<file path="src/rtl/id_operand_stage.sv">
// RV32I decode/operand stage: register file, EX>MEM>WB operand forwarding,
// load-use/no-forward interlock, and the ID/EX pipeline register.
module id_operand_stage #(
  parameter  int XLEN     = 32,
  parameter  int NREG     = 32,
  parameter  int LOAD_LAT = 1,
  parameter  int FWD_EN   = 1,
  localparam int AW       = $clog2(NREG)
) (
  input  logic            i_clk,
  input  logic            i_reset,
  input  logic            i_id_vld,
  input  logic [31:0]     i_instr_id,
  input  logic [XLEN-1:0] i_pc_id,
  input  logic            i_flush,
  input  logic [AW-1:0]   i_ex_rd_addr,
  input  logic [AW-1:0]   i_mem_rd_addr,
  input  logic [AW-1:0]   i_wb_rd_addr,
  input  logic            i_ex_rd_wren,
  input  logic            i_mem_rd_wren,
  input  logic            i_wb_rd_wren,
  input  logic            i_ex_is_load,
  input  logic            i_mem_is_load,
  input  logic [XLEN-1:0] i_ex_data,
  input  logic [XLEN-1:0] i_mem_data,
  input  logic [XLEN-1:0] i_wb_data,
  output logic            o_stall,
  output logic            o_idex_vld,
  output logic [31:0]     o_idex_instr,
  output logic [XLEN-1:0] o_idex_pc,
  output logic [XLEN-1:0] o_idex_rs1_data,
  output logic [XLEN-1:0] o_idex_rs2_data,
  output logic [AW-1:0]   o_idex_rs1_addr,
  output logic [AW-1:0]   o_idex_rs2_addr,
  output logic [AW-1:0]   o_idex_rd_addr
);

  localparam logic [6:0] OPC_LUI    = 7'b0110111;
  localparam logic [6:0] OPC_AUIPC  = 7'b0010111;
  localparam logic [6:0] OPC_JAL    = 7'b1101111;
  localparam logic [6:0] OPC_OP     = 7'b0110011;
  localparam logic [6:0] OPC_STORE  = 7'b0100011;
  localparam logic [6:0] OPC_BRANCH = 7'b1100011;

  logic [XLEN-1:0] rf [NREG];

  logic [6:0]      opc_p0;
  logic [AW-1:0]   src_a_p0    [2];
  logic            src_used_p0 [2];
  logic            ex_hit_p0   [2];
  logic            mem_hit_p0  [2];
  logic            wb_hit_p0   [2];
  logic            haz_p0      [2];
  logic [XLEN-1:0] opnd_p0     [2];
  logic [AW-1:0]   rd_a_p0;
  logic            ex_fwd_ok_p0;
  logic            mem_fwd_ok_p0;

  logic            vld_p1;
  logic [31:0]     instr_p1;
  logic [XLEN-1:0] pc_p1;
  logic [XLEN-1:0] rs1_data_p1;
  logic [XLEN-1:0] rs2_data_p1;
  logic [AW-1:0]   rs1_addr_p1;
  logic [AW-1:0]   rs2_addr_p1;
  logic [AW-1:0]   rd_addr_p1;

  // ID stage: decode, operand resolution and interlock
  assign opc_p0         = i_instr_id[6:0];
  assign src_a_p0[0]    = AW'(i_instr_id[19:15]);
  assign src_a_p0[1]    = AW'(i_instr_id[24:20]);
  assign rd_a_p0        = AW'(i_instr_id[11:7]);
  assign src_used_p0[0] = !(opc_p0 == OPC_LUI || opc_p0 == OPC_AUIPC || opc_p0 == OPC_JAL);
  assign src_used_p0[1] = (opc_p0 == OPC_OP || opc_p0 == OPC_STORE || opc_p0 == OPC_BRANCH);

  // A matching producer whose result cannot be forwarded yet forces a stall.
  assign ex_fwd_ok_p0  = (FWD_EN != 0) && !i_ex_is_load;
  assign mem_fwd_ok_p0 = (FWD_EN != 0) && (!i_mem_is_load || LOAD_LAT == 1);

  always_comb begin
    for (int k = 0; k < 2; k++) begin
      ex_hit_p0[k]  = 1'b0;
      mem_hit_p0[k] = 1'b0;
      wb_hit_p0[k]  = 1'b0;
      haz_p0[k]     = 1'b0;
      opnd_p0[k]    = '0;
    end
    for (int k = 0; k < 2; k++) begin
      ex_hit_p0[k]  = src_used_p0[k] && (src_a_p0[k] != '0) &&
                      i_ex_rd_wren && (i_ex_rd_addr == src_a_p0[k]);
      mem_hit_p0[k] = src_used_p0[k] && (src_a_p0[k] != '0) &&
                      i_mem_rd_wren && (i_mem_rd_addr == src_a_p0[k]);
      wb_hit_p0[k]  = (src_a_p0[k] != '0) && i_wb_rd_wren && (i_wb_rd_addr == src_a_p0[k]);
      haz_p0[k]     = (ex_hit_p0[k] && !ex_fwd_ok_p0) || (mem_hit_p0[k] && !mem_fwd_ok_p0);
      if (src_a_p0[k] == '0)
        opnd_p0[k] = '0;
      else if (ex_hit_p0[k] && ex_fwd_ok_p0)
        opnd_p0[k] = i_ex_data;
      else if (mem_hit_p0[k] && mem_fwd_ok_p0)
        opnd_p0[k] = i_mem_data;
      else if (wb_hit_p0[k])
        opnd_p0[k] = i_wb_data;
      else
        opnd_p0[k] = rf[src_a_p0[k]];
    end
  end

  assign o_stall = i_id_vld && !i_flush && (haz_p0[0] || haz_p0[1]);

  always_ff @(posedge i_clk or negedge i_reset) begin
    if (!i_reset) begin
      for (int r = 0; r < NREG; r++) rf[r] <= '0;
    end else if (i_wb_rd_wren && (i_wb_rd_addr != '0)) begin
      rf[i_wb_rd_addr] <= i_wb_data;
    end
  end

  // ID/EX register: a stall inserts a bubble while the payload holds
  always_ff @(posedge i_clk or negedge i_reset) begin
    if (!i_reset) begin
      vld_p1      <= 1'b0;
      instr_p1    <= '0;
      pc_p1       <= '0;
      rs1_data_p1 <= '0;
      rs2_data_p1 <= '0;
      rs1_addr_p1 <= '0;
      rs2_addr_p1 <= '0;
      rd_addr_p1  <= '0;
    end else if (i_flush || o_stall) begin
      vld_p1 <= 1'b0;
    end else begin
      vld_p1      <= i_id_vld;
      instr_p1    <= i_instr_id;
      pc_p1       <= i_pc_id;
      rs1_data_p1 <= opnd_p0[0];
      rs2_data_p1 <= opnd_p0[1];
      rs1_addr_p1 <= src_a_p0[0];
      rs2_addr_p1 <= src_a_p0[1];
      rd_addr_p1  <= rd_a_p0;
    end
  end

  assign o_idex_vld      = vld_p1;
  assign o_idex_instr    = instr_p1;
  assign o_idex_pc       = pc_p1;
  assign o_idex_rs1_data = rs1_data_p1;
  assign o_idex_rs2_data = rs2_data_p1;
  assign o_idex_rs1_addr = rs1_addr_p1;
  assign o_idex_rs2_addr = rs2_addr_p1;
  assign o_idex_rd_addr  = rd_addr_p1;

endmodule

</file>
<file path="config.mk">
export PLATFORM = sky130hd
export DESIGN_NAME = id_operand_stage
export DESIGN_NICKNAME = d
export VERILOG_FILES = /design/src/rtl/id_operand_stage.sv
export SDC_FILE = /design/constraint.sdc
export NUM_CORES = 2
export LEC_CHECK = 0
export CAP_MARGIN = 20
export CORE_MARGIN = 3
export CORE_UTILIZATION = 61
export CTS_CLUSTER_SIZE = 40
export DETAILED_ROUTE_END_ITERATION = 8
export GPL_ROUTABILITY_DRIVEN = 1
export PLACE_DENSITY_LB_ADDON = 0.05
export SLEW_MARGIN = 10
export SYNTH_ARGS = -nofsm -noshare
export SYNTH_HDL_FRONTEND = slang
export SYNTH_SLANG_ARGS = --single-unit
</file>
<file path="constraint.sdc">
create_clock -name i_clk -period 3.3 [get_ports i_clk]
set_clock_uncertainty 0.1 [all_clocks]
set_input_delay 0.66 -clock i_clk [delete_from_list [all_inputs] [get_ports i_clk]]
set_output_delay 0.66 -clock i_clk [all_outputs]
set_load 0.05 [all_outputs]
</file>
==> impl_metrics.csv <==
group,metric,value,unit
run_status,status,"finished clean",
grt,grt_use_met3,12.0,%
die,rows,116,
setup_path,crit_fanout,3,
setup_path,crit_type,"input pin to primary output",
cts,clkTransAtPathRegs,0.06,ns
yosys,yosysMostFrequentCell,"dfrtp_1",
power_and_ir_drop,powerDensity,580,mW/mm^2
power_and_ir_drop,clock_power_share,34.0,%
timing,rsz0062_at_grt,"false",
placed_design,place_inst,6102,
timing,drv_slew,0,
yosys,syn_area,0.0619,mm^2
die,fp.dieH,325,um
yosys,synthArstFlopShare,100,%
yosys,seq_area_frac_synth,46.6,%
route,first_iter_violations,5100,
route,first_pass_iters,8,
die,core-area,0.100,mm^2
setup_path,required,2.54,ns
timing,setup_ws,0.147,ns
grt,met2_usage,60.4,%
yosys,yosys-top-cells-area,"dfrtp_1 (47%), mux2_2 (20%), mux4_2 (14%)",
yosys,yosysTopAreaCell,"dfrtp_1",
placed_design,dp_hpwl,138000,um
setup_path,reg2regPathDepth,9,
timing,whs,0.249,ns
yosys,synthesis.nets,4703,
cts,cts_max_path_buffers,3,
yosys,avgSynthCellArea,13.7,um^2
grt,grt-ovfl-total,0,
power_and_ir_drop,pwr-share-seq,43.4,%
route,wl,211000,um
placed_design,gp_congestion,0.909,
grt,antenna_found_initial,4,
route,detail_route.wl_per_cell,33.4,um
cts,cts-htree-levels,3,
route,vias,45244,
cts,cts_sinks,1153,
cells_and_area,final_cell_area,0.0738,mm^2
grt,grt_pass1_vias,46044,
grt,grt_usage,39.9,%
power_and_ir_drop,peakVddDrop,0.000460,V
yosys,synth_seq_cells,1153,
setup_path,crit_path_end_kind,"primary output",
cells_and_area,fin_cells,6332,
power_and_ir_drop,p_leak,31.9,nW
run,cap_viol_max_count,0,
timing,setup_viol,0,
grt,grt_max_degree,86,
power_and_ir_drop,switchingPower,12.1,mW
cells_and_area,area_delta_synth_final,19.3,%
route,ant_nets,0,
grt,grtUsageMet1,54.4,%
timing,max_freq,317,MHz
yosys,synth_edf_count,0,
yosys,synthTopCellsByCount,"dfrtp_1 (1,153), mux2_2 (1,078), mux4_2 (382)",
placed_design,dpl_worst_slack,-0.446,ns
cells_and_area,drive_gt1_share,44.5,%
timing,tightestPinTransition,0.826,ns
yosys,ys_warn_count,0,
yosys,synth_ff_type,"dfrtp_1",
cts,cts_tree,"yes",
route,vias_per_cell,7.15,
power_and_ir_drop,internal_power,30.7,mW
timing,tns,0,ns
die,die_area,0.105,mm^2
power_and_ir_drop,combPwrFrac,22.5,%
worst_hold_path,hold_path_class,"input pin to register",
grt,grt-busiest-layer,"met2",
die,die_width,325,um
setup_path,startpoint_type,"input pin",
die,io_pins,329,
cells_and_area,layout.nets,5054,
setup_path,cp.arrival,2.39,ns
yosys,synthCells,4519,
grt,grt_pass1_wl,311000,um
yosys,yosys.area.top_type_share,46.6,%
cts,cts_made_buffers,121,
timing,relSlewSlack,44.8,%
cells_and_area,post-route-util,73.6,%
timing,finalCriticalPeriod,3.15,ns
cts,clockRootBuffer,"clkbuf_16",
power_and_ir_drop,power,42.8,mW
cts,clkLatencyLatePin,0.72,ns
route,route.detailed.drc,0,
placed_design,place_area,0.0696,mm^2
timing,fin_crit_sh,95.6,%
worst_hold_path,hold_depth,4,
yosys,synthDistinctLibCells,52,
power_and_ir_drop,swShare,28.2,%
die,start_util,61.7,%
timing,finalHoldViolCount,0,
placed_design,port_buffers,327,
## power groups by stage
stage	Combinational [mW]	Sequential (mW)	Clock, mW
CTS	9.59	18.5	14.7
finish	9.66	18.6	14.6
detailed placement	9.55	18.7	0
floorplan	6.02	18.8	0
global route	10.2	18.9	15.2
global placement	9.32	18.5	0
## placed cells by master (no fill, tap or decap), types with 35 or more instances in the layout
cell type        count
o221ai_1            62
clkdlybuf4s50_1    313
mux2_4              35
mux4_2             382
dfrtp_1           1153
nor2_1             126
nand3b_1            36
a21oi_1            132
mux2i_1            264
nor3_1             127
clkbuf_16          124
o21ai_0             64
mux2_2            1078
o22ai_1             62
buf_4              315
o211ai_1            66
buf_12             128
a211oi_1            64
## flip-flops by register name, indices dropped and copies added (netlist names)
name,count
rf,1024
o_idex_instr,32
o_idex_pc,32
o_idex_rs1_data,32
o_idex_rs2_data,32
o_idex_vld,1
## timing repair
item	CTS	global route
setup endpoints to repair	1	1
hold endpoints to repair	46	0
setup buffers	0	0
hold buffers	1	0
resized for setup	1	1
## final cells by class
type | instances | area (um^2)
Antenna cell | 2 | 5.00
Clock buffer | 175 | 3520
Clock inverter | 51 | 706
Fill cell | 6595 | 26500
Inverter | 1 | 3.75
Multi-Input combinational cell | 2826 | 30900
Sequential cell | 1153 | 28900
Tap cell | 1357 | 1700
Timing Repair Buffer | 767 | 8170
## final timing paths
| kind | slack [ns] | to | startpoint |
|---|---|---|---|
| setup / recovery | 0.15 | o_stall | i_instr_id[4] |
| hold / removal | 0.25 | o_idex_vld | i_flush |
| setup reg to reg | 0.89 | o_idex_rs2_data[30] | rf[30] |
| hold reg to reg | 0.30 | rf[1022] | rf[1022] |
| max in group asynchronous | 1.63 | rf[368] | i_reset |
| min in group asynchronous | 0.43 | o_idex_pc[25] | i_reset |
## cell families after synthesis
group | synth area share [%]
buffers and inverters | 3.93
flip-flops | 46.6
AO/OA/AOI/OAI | 6.67
XOR/XNOR | 0.425
AND/OR/NAND/NOR | 3.63
multiplexers | 38.7
## worst max-delay path, stage by stage
cell and delay, ns:
clkdlybuf4s50_1 0.50, and4b_1 0.23, o2111ai_2 0.24, nor4b_4 0.29
o21ai_1 0.18, nor2_4 0.15, buf_12 0.14
## routing by layer
layer | wire length [um] | share of wire (%) | up-vias
li1 | - | - | 18030
met1 | 81500 | 39 | 23710
met2 | 95000 | 45 | 2831
met3 | 24600 | 12 | 667
met4 | 10200 | 4.8 | 6
met5 | 45 | 0.021 | -
No activity file was read; power rests on OpenSTA's default activity.
